File: config.mk
export PLATFORM = sky130hd
export DESIGN_NAME = multicycle_control_flat
export DESIGN_NICKNAME = d
export VERILOG_FILES = /design/src/rtl/multicycle_control_if.sv /design/src/rtl/multicycle_control.sv /design/src/flat_wrapper.sv
export SDC_FILE = /design/constraint.sdc
export NUM_CORES = 1
export LEC_CHECK = 0
export BUFFER_PORTS_ARGS = -buffer_cell sky130_fd_sc_hd__buf_2
export CORE_MARGIN = 10
export CORE_UTILIZATION = 40
export CTS_BUF_LIST = sky130_fd_sc_hd__clkbuf_2 sky130_fd_sc_hd__clkbuf_4 sky130_fd_sc_hd__clkbuf_8
export CTS_CLUSTER_DIAMETER = 40
export DETAILED_ROUTE_END_ITERATION = 12
export GPL_TIMING_DRIVEN = 0
export PLACE_DENSITY = 0.85
export SLEW_MARGIN = 25
export SYNTH_ARGS = -nofsm -noshare
export SYNTH_HDL_FRONTEND = slang
export SYNTH_SLANG_ARGS = --single-unit
File: constraint.sdc
create_clock -name clk -period 1.45 [get_ports clk]
set_clock_uncertainty 0.2 [all_clocks]
set_input_delay 0.0725 -clock clk [delete_from_list [all_inputs] [get_ports clk]]
set_output_delay 0.0725 -clock clk [all_outputs]
set_load 0.1 [all_outputs]
File: src/rtl/multicycle_control_if.sv
// Control bundle between the multi-cycle MIPS control FSM and its datapath.
// Latency: none, wires only.
// Backpressure: memory stalls arrive on mem_ready; the FSM holds state until it is seen.
interface multicycle_control_if;
    logic [5:0] opcode;
    logic [5:0] funct;
    logic       zero;
    logic       mem_ready;
    logic       pc_en;
    logic       iord;
    logic       mem_read;
    logic       mem_write;
    logic       ir_write;
    logic       reg_dst;
    logic       mem_to_reg;
    logic       reg_write;
    logic       alu_src_a;
    logic [1:0] alu_src_b;
    logic [1:0] pc_source;
    logic [2:0] alu_op;
    logic       illegal_op;
    logic [3:0] state;

    // Controller side: sees instruction fields and status, drives controls.
    modport master (
        input  opcode, funct, zero, mem_ready,
        output pc_en, iord, mem_read, mem_write, ir_write, reg_dst, mem_to_reg,
               reg_write, alu_src_a, alu_src_b, pc_source, alu_op, illegal_op, state
    );

    // Datapath side: supplies instruction fields and status, consumes controls.
    modport slave (
        output opcode, funct, zero, mem_ready,
        input  pc_en, iord, mem_read, mem_write, ir_write, reg_dst, mem_to_reg,
               reg_write, alu_src_a, alu_src_b, pc_source, alu_op, illegal_op, state
    );
endinterface

File: src/rtl/multicycle_control.sv
// Main control FSM for the multi-cycle MIPS datapath; optional addi support under MC_ADDI_EN.
// Latency: lw 5, sw/R-type/addi 4, beq/j 3 cycles, plus one per mem_ready-low cycle.
// Backpressure: FETCH, MEMRD and MEMWR hold (requests asserted) until mem_ready is high.
module multicycle_control (
    input  logic                 clk,
    input  logic                 reset,
    multicycle_control_if.master ctl
);

    typedef enum logic [3:0] {
        S_FETCH  = 4'd0,
        S_DECODE = 4'd1,
        S_MEMADR = 4'd2,
        S_MEMRD  = 4'd3,
        S_MEMWB  = 4'd4,
        S_MEMWR  = 4'd5,
        S_EXEC   = 4'd6,
        S_ALUWB  = 4'd7,
        S_BRANCH = 4'd8,
`ifdef MC_ADDI_EN
        S_JUMP   = 4'd9,
        S_ADDIEX = 4'd10,
        S_ADDIWB = 4'd11
`else
        S_JUMP   = 4'd9
`endif
    } state_t;

    localparam logic [5:0] OP_RTYPE = 6'b000000;
    localparam logic [5:0] OP_LW    = 6'b100011;
    localparam logic [5:0] OP_SW    = 6'b101011;
    localparam logic [5:0] OP_BEQ   = 6'b000100;
    localparam logic [5:0] OP_J     = 6'b000010;
    localparam logic [5:0] OP_ADDI  = 6'b001000;

    localparam logic [2:0] ALU_AND = 3'b000;
    localparam logic [2:0] ALU_OR  = 3'b001;
    localparam logic [2:0] ALU_ADD = 3'b010;
    localparam logic [2:0] ALU_SUB = 3'b011;
    localparam logic [2:0] ALU_SLT = 3'b100;

    state_t state_q, state_d;
    logic   illegal_q, illegal_d;

    logic       pc_write, pc_write_cond;
    logic       iord, mem_read, mem_write, ir_write;
    logic       reg_dst, mem_to_reg, reg_write, alu_src_a;
    logic [1:0] alu_src_b, pc_source;
    logic [2:0] alu_op;
    logic       funct_ok;

    // Only these five R-type functions are implemented by the ALU.
    always_comb begin
        case (ctl.funct)
            6'b100000, 6'b100010, 6'b100100, 6'b100101, 6'b101010: funct_ok = 1'b1;
            default:                                                funct_ok = 1'b0;
        endcase
    end

    // Next-state selection; an unsupported instruction returns to FETCH and flags illegal_op.
    always_comb begin
        state_d   = state_q;
        illegal_d = 1'b0;
        case (state_q)
            S_FETCH:  if (ctl.mem_ready) state_d = S_DECODE;
            S_DECODE: begin
                case (ctl.opcode)
                    OP_RTYPE: begin
                        if (funct_ok) begin
                            state_d = S_EXEC;
                        end else begin
                            state_d   = S_FETCH;
                            illegal_d = 1'b1;
                        end
                    end
                    OP_LW, OP_SW: state_d = S_MEMADR;
                    OP_BEQ:       state_d = S_BRANCH;
                    OP_J:         state_d = S_JUMP;
`ifdef MC_ADDI_EN
                    OP_ADDI:      state_d = S_ADDIEX;
`endif
                    default: begin
                        state_d   = S_FETCH;
                        illegal_d = 1'b1;
                    end
                endcase
            end
            S_MEMADR: state_d = (ctl.opcode == OP_LW) ? S_MEMRD : S_MEMWR;
            S_MEMRD:  if (ctl.mem_ready) state_d = S_MEMWB;
            S_MEMWB:  state_d = S_FETCH;
            S_MEMWR:  if (ctl.mem_ready) state_d = S_FETCH;
            S_EXEC:   state_d = S_ALUWB;
            S_ALUWB:  state_d = S_FETCH;
            S_BRANCH: state_d = S_FETCH;
            S_JUMP:   state_d = S_FETCH;
`ifdef MC_ADDI_EN
            S_ADDIEX: state_d = S_ADDIWB;
            S_ADDIWB: state_d = S_FETCH;
`endif
            default:  state_d = S_FETCH;
        endcase
    end

    // State and illegal-instruction pulse registers; reset aborts any instruction in flight.
    always_ff @(posedge clk) begin
        if (reset) begin
            state_q   <= S_FETCH;
            illegal_q <= 1'b0;
        end else begin
            state_q   <= state_d;
            illegal_q <= illegal_d;
        end
    end

    // Moore decode of the control word from the current state.
    always_comb begin
        pc_write      = 1'b0;
        pc_write_cond = 1'b0;
        iord          = 1'b0;
        mem_read      = 1'b0;
        mem_write     = 1'b0;
        ir_write      = 1'b0;
        reg_dst       = 1'b0;
        mem_to_reg    = 1'b0;
        reg_write     = 1'b0;
        alu_src_a     = 1'b0;
        alu_src_b     = 2'b00;
        pc_source     = 2'b00;
        alu_op        = ALU_AND;
        case (state_q)
            S_FETCH: begin
                mem_read  = 1'b1;
                alu_src_b = 2'b01;
                alu_op    = ALU_ADD;
                ir_write  = ctl.mem_ready;
                pc_write  = ctl.mem_ready;
            end
            S_DECODE: begin
                alu_src_b = 2'b11;
                alu_op    = ALU_ADD;
            end
`ifdef MC_ADDI_EN
            S_MEMADR, S_ADDIEX: begin
`else
            S_MEMADR: begin
`endif
                alu_src_a = 1'b1;
                alu_src_b = 2'b10;
                alu_op    = ALU_ADD;
            end
            S_MEMRD: begin
                iord     = 1'b1;
                mem_read = 1'b1;
            end
            S_MEMWB: begin
                reg_write  = 1'b1;
                mem_to_reg = 1'b1;
            end
            S_MEMWR: begin
                iord      = 1'b1;
                mem_write = 1'b1;
            end
            S_EXEC: begin
                alu_src_a = 1'b1;
                case (ctl.funct)
                    6'b100010: alu_op = ALU_SUB;
                    6'b100100: alu_op = ALU_AND;
                    6'b100101: alu_op = ALU_OR;
                    6'b101010: alu_op = ALU_SLT;
                    default:   alu_op = ALU_ADD;
                endcase
            end
            S_ALUWB: begin
                reg_write = 1'b1;
                reg_dst   = 1'b1;
            end
            S_BRANCH: begin
                alu_src_a     = 1'b1;
                alu_op        = ALU_SUB;
                pc_write_cond = 1'b1;
                pc_source     = 2'b01;
            end
            S_JUMP: begin
                pc_write  = 1'b1;
                pc_source = 2'b10;
            end
`ifdef MC_ADDI_EN
            S_ADDIWB: reg_write = 1'b1;
`endif
            default: ;
        endcase
    end

    // Architectural write enables are blocked while reset is held.
    assign ctl.pc_en      = ~reset & (pc_write | (pc_write_cond & ctl.zero));
    assign ctl.mem_write  = ~reset & mem_write;
    assign ctl.ir_write   = ~reset & ir_write;
    assign ctl.reg_write  = ~reset & reg_write;
    assign ctl.iord       = iord;
    assign ctl.mem_read   = mem_read;
    assign ctl.reg_dst    = reg_dst;
    assign ctl.mem_to_reg = mem_to_reg;
    assign ctl.alu_src_a  = alu_src_a;
    assign ctl.alu_src_b  = alu_src_b;
    assign ctl.pc_source  = pc_source;
    assign ctl.alu_op     = alu_op;
    assign ctl.illegal_op = illegal_q;
    assign ctl.state      = state_q;

endmodule

File: src/flat_wrapper.sv
// flat-port wrapper written by rule: the top's interface ports become plain ports
module multicycle_control_flat 
  (clk, reset, ctl_opcode, ctl_funct, ctl_zero, ctl_mem_ready, ctl_pc_en, ctl_iord, ctl_mem_read, ctl_mem_write, ctl_ir_write, ctl_reg_dst, ctl_mem_to_reg, ctl_reg_write, ctl_alu_src_a, ctl_alu_src_b, ctl_pc_source, ctl_alu_op, ctl_illegal_op, ctl_state);
  multicycle_control_if ctl_i ();
  input  logic clk;
  input  logic reset;
  input wire logic [$bits(ctl_i.opcode)-1:0] ctl_opcode;
  input wire logic [$bits(ctl_i.funct)-1:0] ctl_funct;
  input wire logic [$bits(ctl_i.zero)-1:0] ctl_zero;
  input wire logic [$bits(ctl_i.mem_ready)-1:0] ctl_mem_ready;
  output wire logic [$bits(ctl_i.pc_en)-1:0] ctl_pc_en;
  output wire logic [$bits(ctl_i.iord)-1:0] ctl_iord;
  output wire logic [$bits(ctl_i.mem_read)-1:0] ctl_mem_read;
  output wire logic [$bits(ctl_i.mem_write)-1:0] ctl_mem_write;
  output wire logic [$bits(ctl_i.ir_write)-1:0] ctl_ir_write;
  output wire logic [$bits(ctl_i.reg_dst)-1:0] ctl_reg_dst;
  output wire logic [$bits(ctl_i.mem_to_reg)-1:0] ctl_mem_to_reg;
  output wire logic [$bits(ctl_i.reg_write)-1:0] ctl_reg_write;
  output wire logic [$bits(ctl_i.alu_src_a)-1:0] ctl_alu_src_a;
  output wire logic [$bits(ctl_i.alu_src_b)-1:0] ctl_alu_src_b;
  output wire logic [$bits(ctl_i.pc_source)-1:0] ctl_pc_source;
  output wire logic [$bits(ctl_i.alu_op)-1:0] ctl_alu_op;
  output wire logic [$bits(ctl_i.illegal_op)-1:0] ctl_illegal_op;
  output wire logic [$bits(ctl_i.state)-1:0] ctl_state;
  assign ctl_i.opcode = ctl_opcode;
  assign ctl_i.funct = ctl_funct;
  assign ctl_i.zero = ctl_zero;
  assign ctl_i.mem_ready = ctl_mem_ready;
  assign ctl_pc_en = ctl_i.pc_en;
  assign ctl_iord = ctl_i.iord;
  assign ctl_mem_read = ctl_i.mem_read;
  assign ctl_mem_write = ctl_i.mem_write;
  assign ctl_ir_write = ctl_i.ir_write;
  assign ctl_reg_dst = ctl_i.reg_dst;
  assign ctl_mem_to_reg = ctl_i.mem_to_reg;
  assign ctl_reg_write = ctl_i.reg_write;
  assign ctl_alu_src_a = ctl_i.alu_src_a;
  assign ctl_alu_src_b = ctl_i.alu_src_b;
  assign ctl_pc_source = ctl_i.pc_source;
  assign ctl_alu_op = ctl_i.alu_op;
  assign ctl_illegal_op = ctl_i.illegal_op;
  assign ctl_state = ctl_i.state;
  multicycle_control u_core (.clk(clk), .reset(reset), .ctl(ctl_i));
endmodule
==> results of run 1 <==
cell usage after synthesis (all sizes together):
library cell and count:
o21ai 3, nor4 2, xnor2 1, a31oi 1, or2b 1, a211oi 1, nand4b 1, nor3 9
or4 2, buf 5, a2111oi 2, nor2 13, nor4b 1, a21oi 10, nand4bb 1, nand3 1
nand2b 9, clkbuf 2, nor2b 2, and2b 2, nand2 6, inv 1, nor3b 1, dfxtp 5
o31ai 1, o32ai 2, and2 1, xor2 2, o311ai 1
cells by family after synthesis:
family / count (synthesis)
and+or+nand+nor: 52
xor gates and xnor gates: 3
AOI/OAI and AO/OA: 21
buffers and inverters: 8
DFF: 5
metrics by stage:
stage / setup WS, ns / utilization [%]
after global placement: -0.412 / 78.6
after floorplan: -0.881 / -
after detailed placement: -0.454 / 78.6
==> flow_summary.yaml, run 1 <==
yosys:
  synth.top_cells.by_area: "sky130_fd_sc_hd__dfxtp_1 (16%), sky130_fd_sc_hd__a21oi_1 (7.8%), sky130_fd_sc_hd__nor2_1 (7.6%)"
  synth_top_family_by_area: "simple AND/OR/NAND/NOR gates"
  synth.ff_latch_count: 5
  synth_xor_area_share_pct: 4.12
  synth.net_count: 105
  compound_gate_fraction_of_synth_area_pct: 24.1
  yosys-mux-area-fraction_pct: 0
  synthAdderAreaFrac_pct: 0
  synth_cell_types: 39
  seq_area_frac_synth_pct: 15.7
  simple_gate_share_of_the_synthesized_area_pct: 48.0
  yosys.area.top_type: "sky130_fd_sc_hd__dfxtp_1"
  yosys.area.top_type_share_pct: 15.7
  synth.avg_cell_area_um2: 7.17
  syn-instance-count: 89
  synth.cell_area_um2: 638
  yosysWarningCount: 0
floorplanning:
  die_w_um: 59.9
  ioPinCount: 37
  row_count: 14
  floorplan.initialDensity_pct: 42.4
  chipHeight_um: 59.9
placement:
  postPlaceCellArea_um2: 1180
  detailedPlacementHpwl_um: 1910
  place_congestion: 0.723
  place_inst: 140
  portBuffers: 35
clock_network:
  number_of_buffers_added_by_the_clock_tree_synthesis_step: 3
  cts.sinks: 5
  cts.htree.levels: 1
  cts-hold-fix-buffers: 3
  clockRootBuffer: "sky130_fd_sc_hd__clkbuf_4"
  cts_max_path_buffers: 2
  post_cts_setup_driven_buffer_insertion_count: 25
  cts_resized: 85
status:
  run.stop_error: "[ERROR DPL-0038] Utilization greater than 100%, impossible to legalize"
  stage_where_the_flow_stopped: "clock tree synthesis (4_1_cts)"
  outcome: "did not finish"
==> run 2, diff against run 1 <==
Settings changed: CORE_AREA from default to 10 10 71 73, CORE_MARGIN 10 to default, CORE_UTILIZATION 40 to default, CTS_BUF_LIST sky130_fd_sc_hd__clkbuf_2 sky130_fd_sc_hd__clkbuf_4 sky130_fd_sc_hd__clkbuf_8 to default, CTS_CLUSTER_DIAMETER 40 to default, DIE_AREA from default to 0 0 81 83, PLACE_DENSITY 0.85 to default, PLACE_DENSITY_LB_ADDON from default to 0.15.
Clock period 1.45 ns to 1.9 ns, I/O delays scaled along.
==> run 2 against run 1 <==
The run now ends clean. Area after synthesis unchanged. Synthesized cell count unchanged.
==> flow_summary.yaml, run 2 <==
yosys:
  yosys.area.top_type_share_pct: 15.7
  synth.top_cells.by_count: "sky130_fd_sc_hd__nor2_1 (13), sky130_fd_sc_hd__a21oi_1 (10), sky130_fd_sc_hd__nor3_1 (8)"
  yosys.area.top_type: "sky130_fd_sc_hd__dfxtp_1"
  synth_cell_types: 39
  synth-main-ff-cell: "sky130_fd_sc_hd__dfxtp_1"
  synth.avg_cell_area_um2: 7.17
  synth_top_family_by_area: "simple AND/OR/NAND/NOR gates"
  simple_gate_share_of_the_synthesized_area_pct: 48.0
  yosysWarningCount: 0
  synthAdderAreaFrac_pct: 0
  number_of_enable_type_register_cells_in_the_synthesized_netlist: 0
  synth.cell_area_um2: 638
  synth.ff_latch_count: 5
  synth_xor_area_share_pct: 4.12
  synth.top_cells.by_area: "sky130_fd_sc_hd__dfxtp_1 (16%), sky130_fd_sc_hd__a21oi_1 (7.8%), sky130_fd_sc_hd__nor2_1 (7.6%)"
  syn-instance-count: 89
  synth.net_count: 105
  postSynth.asyncResetShare_pct: 0
  seq_area_frac_synth_pct: 15.7
  compound_gate_fraction_of_synth_area_pct: 24.1
  yosys-mux-area-fraction_pct: 0
  yosys.cell_count.top_type: "sky130_fd_sc_hd__nor2_1"
worst_setup_path:
  timing.critical_path.slowest_stage_cell: "sky130_fd_sc_hd__dfxtp_4"
  critPathCaptureType: "output pin"
  reg2reg_depth: 5
  timing.critical_path.cells: "buf_8, buf_12, xor2_4, nor4b_4, buf_6"
  maximum_cell_stage_delay_along_the_critical_path_ns: 0.33
  timing.setup.critical_path_class: "register to output pin"
  rr_endpoint: "u_core.ctl.illegal_op$_SDFF_PP0_"
  timing.critical_path.required_ns: 1.60
  critical_path_arrival_ns: 1.54
  critical_path_peak_fanout: 10
  timing.critical_path.from_type: "register"
  worst_r2r_startpoint: "u_core.ctl.state[0]$_SDFFE_PP0P_"
  minimum_setup_slack_among_reg_to_reg_paths_ns: 0.36
drt:
  wl_per_cell_um: 14.2
  drt_first_pass_iters: 5
  final_antenna_net_count: 0
  drt-initial-drc-count: 43
  routed_via_density: 4.48
  dr_total_vias: 810
  finalWirelength_um: 2570
  drc: 0
sta:
  final_max_slew_viol_count: 0
  finalWorstPathRequiredPeriod_ns: 1.84
  period_share_pct: 96.8
  achievable-frequency_mhz: 544
  timing.final.ws_setup_ns: 0.0613
  finalSetupViolations: 0
  grt_setup_unrepaired: "false"
  finalHoldWorstSlack_ns: 0.0298
  slew_headroom_pct: 67.6
  hold_viol: 0
  worstMarginPinSlew_ns: 0.490
finish:
  num-fill-cells: 399
  mostFrequentLayoutCells: "sky130_fd_sc_hd__buf_2 (25), sky130_fd_sc_hd__a21oi_1 (8), sky130_fd_sc_hd__buf_4 (8)"
  area_occupied_by_multi_input_gates_um2: 738
  largest_reg_flops: 4
  drive_gt1_share_pct: 65.4
  final-seq-area_um2: 115
  fin_nets: 150
  most_common_cell_after_layout_fill_and_taps_aside: "sky130_fd_sc_hd__buf_2"
  areaGrowthSynthToFinish_pct: 113
  n_antenna_cell: 0
clock_network:
  clockRootBuffer: "sky130_fd_sc_hd__clkbuf_8"
  cts.htree.levels: 1
  cts_max_path_buffers: 2
  clkLatencyLatePin_ns: 0.22
  cts.sinks: 5
  number_of_buffers_added_by_the_clock_tree_synthesis_step: 3
  cts.clk_slew.worst_paths_ns: 0.03
  cts_tree: "built"
global_routing:
  grt_pass1_vias: 864
  grt_start_max_net_pins: 11
  initial_antenna_violation_count: 0
  groute.usage.overall_pct: 7.38
  grt_remaining_overflow: 0
  grt_pass1_wl_um: 4080
hold_path:
  hold_path_startpoint: "ctl_opcode[1]"
  timing.hold.worst.class: "primary input to register"
  min_delay_worst_endpoint: "u_core.ctl.state[3]$_SDFFE_PP0P_"
  holdPathStages: 4
placement:
  detailedPlacementHpwl_um: 2100
  dp_slack_ns: -0.0341
  place_congestion: 0.699
  portBuffers: 35
floorplanning:
  row_count: 22
  core_region_area_um2: 3630
  ioPinCount: 37
  die_outline_area_um2: 6720
  floorplan.initialDensity_pct: 17.6
  die_w_um: 81
  chipHeight_um: 83
run:
  drv.max_cap_violation_count: 0
status:
  outcome: "completed"
power:
  worst_ir_drop_vdd_mv: 0.124
  power_per_cell_area_nw_per_um2: 393
  total_leakage_power_nw: 0.500
  total_power_mw: 0.534
[run 2: cell counts after synthesis]
No cell type changed its count.
[run 2: logic make-up (layout without fill, tap and decap cells)]
logic type / count (synthesis) / in the layout
buffers and inverters: 8 / 52
xor gates and xnor gates: 3 / 3
AOI/OAI and AO/OA: 21 / 21
and+or+nand+nor: 52 / 52
DFF: 5 / 5
[run 2: repair_timing]
action	4_1_cts	5_1_grt
buffers inserted	0	4
pin swaps	0	4
resized for setup	17	7
endpoints found under the hold margin	2	0
endpoints found under the setup margin	10	5
hold buffers	1	0
[run 2: report_power, final]
part           switching (mW)  internal, mW
clock network          0.0475         0.144
registers             0.00205         0.105
logic                   0.160        0.0756
total                   0.210         0.324
[run 2: per-layer routing]
layer | share of wire [%] | wire [µm] | global-route usage (%)
met5 | 0 | 0 | 0
met3 | 6.7 | 171 | 2.16
met2 | 53 | 1370 | 13.0
met4 | 0.35 | 9 | 2.35
met1 | 40 | 1020 | 8.04
[run 2: metrics by stage]
stage / cell area (µm²) / TNS [ns] / util (%) / cells
after global routing: 1360 / 0 / 37.4 / 181
final: 1360 / 0 / 37.4 / 181
after floorplan: 963 / -2.16 / - / 89
after global placement: 1200 / -0.0187 / 33.0 / 172
after CTS: 1310 / -0.00485 / 35.9 / 177
after detailed placement: 1200 / -0.0356 / 33.0 / 172
[run 2: how the worst max path moves through the flow]
stage,startpoint,to,slack [ns],depth (start not counted)
2_1_floorplan,u_core.ctl.state[3]$_SDFFE_PP0P_,ctl_pc_en,-0.45,4
6_report,u_core.ctl.state[0]$_SDFFE_PP0P_,ctl_reg_write,0.06,5
4_1_cts,u_core.ctl.state[3]$_SDFFE_PP0P_,ctl_pc_en,-0.004,5
5_1_grt,u_core.ctl.state[0]$_SDFFE_PP0P_,ctl_reg_write,0.004,5
3_3_place_gp,u_core.ctl.state[2]$_SDFFE_PP0P_,ctl_alu_op[0],-0.02,6
3_5_place_dp,u_core.ctl.state[2]$_SDFFE_PP0P_,ctl_alu_op[0],-0.03,6
[run 2: cell type report]
class / count / area share (%)
inverters: 1 / 0.276
clock buffers: 4 / 3.31
flip-flops and latches: 5 / 8.47
repair buffers: 40 / 20.6
well taps: 48 / 4.42
multi-input cells: 76 / 54.3
plain buffers: 7 / 8.56
[run 2: worst max-delay path, delay by kind of cell (launching register included)]
kind	cells	cell delay, ns
DFF	1	0.33
xor gates and xnor gates	1	0.17
buffers and inverters	3	0.55
and+or+nand+nor	1	0.27
No activity file was read; power rests on OpenSTA's default activity.
==> run 3, diff against run 2 <==
Settings changed: MAX_ROUTING_LAYER from default to met4.
==> run 3 against run 2 <==
First-iteration DRC count stayed put. Via count stayed put. Critical path depth stayed put. Power hardly changed. Sequential share of layout area stayed put. Combinational power hardly changed. Non-clock buffer count stayed put. Clock power hardly changed. Die area stayed put. Critical endpoint unchanged. Largest cell class unchanged. Highest routed layer unchanged.
==> flow_summary.yaml, run 3 (synthesis results as in run 2) <==
status:
  outcome: "completed"
global_routing:
  initial_antenna_violation_count: 0
  groute.usage.overall_pct: 7.59
  grt_pass1_vias: 862
  grt_remaining_overflow: 0
  grt_pass1_wl_um: 4080
  grt_start_max_net_pins: 11
finish:
  largest_reg_flops: 4
  mostFrequentLayoutCells: "sky130_fd_sc_hd__buf_2 (25), sky130_fd_sc_hd__a21oi_1 (8), sky130_fd_sc_hd__buf_4 (8)"
  fin_nets: 150
  drive_gt1_share_pct: 65.4
  final_core_utilization_pct: 37.4
  n_antenna_cell: 0
  areaGrowthSynthToFinish_pct: 113
  most_common_cell_after_layout_fill_and_taps_aside: "sky130_fd_sc_hd__buf_2"
  num-fill-cells: 399
drt:
  finalWirelength_um: 2570
  drt-initial-drc-count: 43
  routed_via_density: 4.48
  dr_total_vias: 810
  final_antenna_net_count: 0
  drt_first_pass_iters: 5
  drc: 0
  wl_per_cell_um: 14.2
power:
  total_leakage_power_nw: 0.500
  clock_power_share_pct: 35.8
  netSwitchingFraction_pct: 39.3
  power_per_cell_area_nw_per_um2: 393
  power_report.internal_total_mw: 0.324
  power.share.combinational_pct: 44.2
  power_switching_mw: 0.210
  pwr-share-seq_pct: 20.0
  worst_ir_drop_vdd_mv: 0.124
sta:
  finalWorstPathRequiredPeriod_ns: 1.84
  finalSetupViolations: 0
  worstMarginPinSlew_ns: 0.490
  finalHoldWorstSlack_ns: 0.0298
  grt_setup_unrepaired: "false"
  period_share_pct: 96.7
  slew_headroom_pct: 67.6
  final_max_slew_viol_count: 0
  achievable-frequency_mhz: 544
  hold_viol: 0
worst_setup_path:
  timing.critical_path.from_type: "register"
  critical_path_arrival_ns: 1.54
  timing.critical_path.cells: "buf_8, buf_12, xor2_4, nor4b_4, buf_6"
  critPathCaptureType: "output pin"
  timing.setup.critical_path_class: "register to output pin"
  critical_path_peak_fanout: 10
  maximum_cell_stage_delay_along_the_critical_path_ns: 0.33
  timing.critical_path.required_ns: 1.60
  timing.critical_path.slowest_stage_cell: "sky130_fd_sc_hd__dfxtp_4"
clock_network:
  clkLatencyLatePin_ns: 0.22
  cts.clk_slew.worst_paths_ns: 0.03
  cts_max_path_buffers: 2
  cts.htree.levels: 1
  clockRootBuffer: "sky130_fd_sc_hd__clkbuf_8"
  cts.sinks: 5
  cts_tree: "built"
  number_of_buffers_added_by_the_clock_tree_synthesis_step: 3
floorplanning:
  ioPinCount: 37
  floorplan.initialDensity_pct: 17.6
  die_w_um: 81
  row_count: 22
  core_region_area_um2: 3630
  die_outline_area_um2: 6720
  chipHeight_um: 83
run:
  drv.max_cap_violation_count: 0
placement:
  portBuffers: 35
  detailedPlacementHpwl_um: 2100
  place_congestion: 0.706
hold_path:
  timing.hold.worst.class: "primary input to register"
[run 3: cell counts in the layout (fill, tap and decap cells not counted)]
No cell type changed its count.
[run 3: final timing paths]
check | from | endpoint | slack (ns) | depth (start not counted)
worst max-delay path | u_core.ctl.state[0]$_SDFFE_PP0P_ | ctl_reg_write | 0.06 | 5
worst min-delay path | ctl_opcode[1] | u_core.ctl.state[3]$_SDFFE_PP0P_ | 0.03 | 4
worst max register to register | u_core.ctl.state[0]$_SDFFE_PP0P_ | u_core.ctl.illegal_op$_SDFF_PP0_ | 0.36 | 5
worst min register to register | u_core.ctl.state[1]$_SDFFE_PP0P_ | u_core.ctl.state[3]$_SDFFE_PP0P_ | 0.44 | 2
[run 3: per-stage QoR]
step	TNS [ns]	worst slack, ns	total power, mW	instances	instance area, µm²
CTS	-0.00485	-0.00371	0.541	177	1310
finish	0	0.0618	0.534	181	1360
global route	0	0.00454	0.561	181	1360
global placement	-0.0187	-0.0187	0.336	172	1200
floorplan	-2.16	-0.454	0.288	89	963
detailed placement	-0.0356	-0.0341	0.338	172	1200
[run 3: what timing repair did]
action / in CTS / in global routing
gates cloned: 0 / 0
pin swaps: 0 / 4
buffers inserted: 0 / 4
hold buffers: 1 / 0
resized for setup: 17 / 7
hold endpoints to repair: 2 / 0
setup endpoints to repair: 10 / 5
[run 3: metal layers]
| layer | share of wire (%) | track usage (%) | up-vias |
|---|---|---|---|
| met1 | 43 | 8.71 | 378 |
| met3 | 3.9 | 1.08 | 2 |
| met2 | 53 | 13.0 | 18 |
| met5 | 0 | - | - |
| met4 | 0.35 | 2.35 | 0 |
| li1 | - | - | 412 |
[run 3: final cells by class]
type | instances | area [µm²] | area share (%)
clock buffer | 4 | 45.0 | 3.31
tap | 48 | 60.1 | 4.42
sequential | 5 | 115 | 8.47
multi-input combinational | 76 | 738 | 54.3
buffer | 7 | 116 | 8.56
inverter | 1 | 3.75 | 0.276
timing repair buffer | 40 | 280 | 20.6
[run 3: power groups by stage]
stage | Combinational, mW | Clock, mW | Sequential (mW)
4_1_cts | 0.236 | 0.198 | 0.107
2_1_floorplan | 0.156 | 0 | 0.132
5_1_grt | 0.250 | 0.204 | 0.107
3_5_place_dp | 0.229 | 0 | 0.108
3_3_place_gp | 0.228 | 0 | 0.108
6_report | 0.236 | 0.191 | 0.107
[run 3: worst max-delay path, delay by kind of cell (launching register included)]
family / cells / cell delay (ns)
simple gates: 1 / 0.27
flops: 1 / 0.33
xor+xnor: 1 / 0.17
buf+inv: 3 / 0.55
==> run 4, diff against run 3 <==
Settings changed: HOLD_SLACK_MARGIN from default to 0.08.
==> run 4 against run 3 <==
Flip-flop and latch count unchanged. Critical path depth unchanged. Cell area up 2.2%. Die area unchanged. Final cell count up 1.7%. First-iteration DRC count down 51%. Sequential share of layout area down 0.18 points. Largest cell class unchanged.
==> flow_summary.yaml, run 4 (synthesis results as in run 2) <==
clock_network:
  cts.clk_slew.worst_paths_ns: 0.03
  cts_max_path_buffers: 2
  cts.htree.levels: 1
  cts.sinks: 5
  clkLatencyLatePin_ns: 0.22
  number_of_buffers_added_by_the_clock_tree_synthesis_step: 3
  clockRootBuffer: "sky130_fd_sc_hd__clkbuf_8"
  cts_tree: "built"
global_routing:
  grt_start_max_net_pins: 11
  grt_pass1_vias: 865
  groute.usage.overall_pct: 7.70
  grt_pass1_wl_um: 4160
  initial_antenna_violation_count: 0
  grt_remaining_overflow: 0
hold_path:
  holdPathStages: 4
  hold_path_startpoint: "ctl_opcode[2]"
  timing.hold.worst.class: "primary input to register"
  min_delay_worst_endpoint: "u_core.ctl.state[2]$_SDFFE_PP0P_"
sta:
  finalSetupViolations: 0
  finalWorstPathRequiredPeriod_ns: 1.84
  worstMarginPinSlew_ns: 0.490
  achievable-frequency_mhz: 544
  hold_viol: 0
  period_share_pct: 96.7
  finalHoldWorstSlack_ns: 0.103
  slew_headroom_pct: 67.6
  grt_setup_unrepaired: "false"
  final_max_slew_viol_count: 0
  timing.final.ws_setup_ns: 0.0618
worst_setup_path:
  reg2reg_depth: 5
  critical_path_arrival_ns: 1.54
  timing.critical_path.from_type: "register"
  minimum_setup_slack_among_reg_to_reg_paths_ns: 0.36
  rr_endpoint: "u_core.ctl.illegal_op$_SDFF_PP0_"
  critical_path_peak_fanout: 9
  timing.critical_path.required_ns: 1.60
  worst_r2r_startpoint: "u_core.ctl.state[0]$_SDFFE_PP0P_"
  critPathCaptureType: "output pin"
  timing.setup.critical_path_class: "register to output pin"
floorplanning:
  row_count: 22
  core_region_area_um2: 3630
  floorplan.initialDensity_pct: 17.6
  die_w_um: 81
  chipHeight_um: 83
  ioPinCount: 37
  die_outline_area_um2: 6720
drt:
  drt_first_pass_iters: 5
  finalWirelength_um: 2570
  drc: 0
  wl_per_cell_um: 14.0
  drt-initial-drc-count: 21
  final_antenna_net_count: 0
  dr_total_vias: 824
  routed_via_density: 4.48
finish:
  areaGrowthSynthToFinish_pct: 118
  drive_gt1_share_pct: 64.0
  n_antenna_cell: 0
  most_common_cell_after_layout_fill_and_taps_aside: "sky130_fd_sc_hd__buf_2"
  largest_reg_flops: 4
  fin_nets: 153
  final_cells: 184
  final_core_utilization_pct: 38.2
  postLayoutCellArea_um2: 1390
  num-fill-cells: 397
  mostFrequentLayoutCells: "sky130_fd_sc_hd__buf_2 (25), sky130_fd_sc_hd__a21oi_1 (8), sky130_fd_sc_hd__buf_4 (8)"
power:
  total_leakage_power_nw: 0.510
  power_per_cell_area_nw_per_um2: 387
  worst_ir_drop_vdd_mv: 0.125
placement:
  postPlaceCellArea_um2: 1200
  portBuffers: 35
  place_congestion: 0.706
  place_inst: 172
  dp_slack_ns: -0.0341
  detailedPlacementHpwl_um: 2100
run:
  drv.max_cap_violation_count: 0
status:
  outcome: "completed"
## run 4: cell count changes in the layout (fill, tap and decap cells not counted)
cell,before,now
sky130_fd_sc_hd__dlygate4sd3_1,1,4
## run 4: power by group
group | internal [mW] | switching, mW | leakage, nW
Clock | 0.144 | 0.0478 | 0.0228
Combinational | 0.0788 | 0.161 | 0.444
Sequential | 0.105 | 0.00205 | 0.0437
Total | 0.327 | 0.211 | 0.510
## run 4: worst max-delay path by stage
stage                                startpoint             to  slack [ns]
5_1_grt        u_core.ctl.state[0]$_SDFFE_PP0P_  ctl_reg_write       0.005
3_5_place_dp   u_core.ctl.state[2]$_SDFFE_PP0P_  ctl_alu_op[0]       -0.03
3_3_place_gp   u_core.ctl.state[2]$_SDFFE_PP0P_  ctl_alu_op[0]       -0.02
2_1_floorplan  u_core.ctl.state[3]$_SDFFE_PP0P_      ctl_pc_en       -0.45
4_1_cts        u_core.ctl.state[3]$_SDFFE_PP0P_      ctl_pc_en      -0.004
6_report       u_core.ctl.state[3]$_SDFFE_PP0P_      ctl_pc_en        0.06
## run 4: per-stage QoR
stage | total power [mW] | setup TNS [ns]
floorplan | 0.288 | -2.16
global placement | 0.336 | -0.0187
detailed placement | 0.338 | -0.0356
CTS | 0.545 | -0.00485
global route | 0.565 | 0
finish | 0.538 | 0
## run 4: what timing repair did
action | CTS | global route
pin swaps | 0 | 4
gates resized for setup | 17 | 7
buffers inserted | 0 | 4
hold buffers | 4 | 0
endpoints found under the hold margin | 4 | 0
endpoints found under the setup margin | 10 | 5
## run 4: critical path, cell delays in order, from the launching register on
cell and delay [ns]:
sky130_fd_sc_hd__dfxtp_4 0.35, sky130_fd_sc_hd__clkbuf_16 0.17, sky130_fd_sc_hd__nor2_4 0.15, sky130_fd_sc_hd__nand2_4 0.08
sky130_fd_sc_hd__a2111oi_4 0.30, sky130_fd_sc_hd__buf_6 0.27
## run 4: routing by layer
metal | GRT usage [%] | wire length [µm]
met2 | 12.8 | 1360
met4 | 2.35 | 9
met3 | 1.08 | 106
met1 | 9.26 | 1100
met5 | - | 0
## run 4: final cells by class
type                            instances  area, µm²  share of cell area [%]
Buffer                                  7        116                    8.38
Multi-Input combinational cell         76        738                    53.2
Tap cell                               48       60.1                    4.32
Timing Repair Buffer                   43        310                    22.3
Clock buffer                            4       45.0                    3.24
Inverter                                1       3.75                   0.270
Sequential cell                         5        115                    8.29
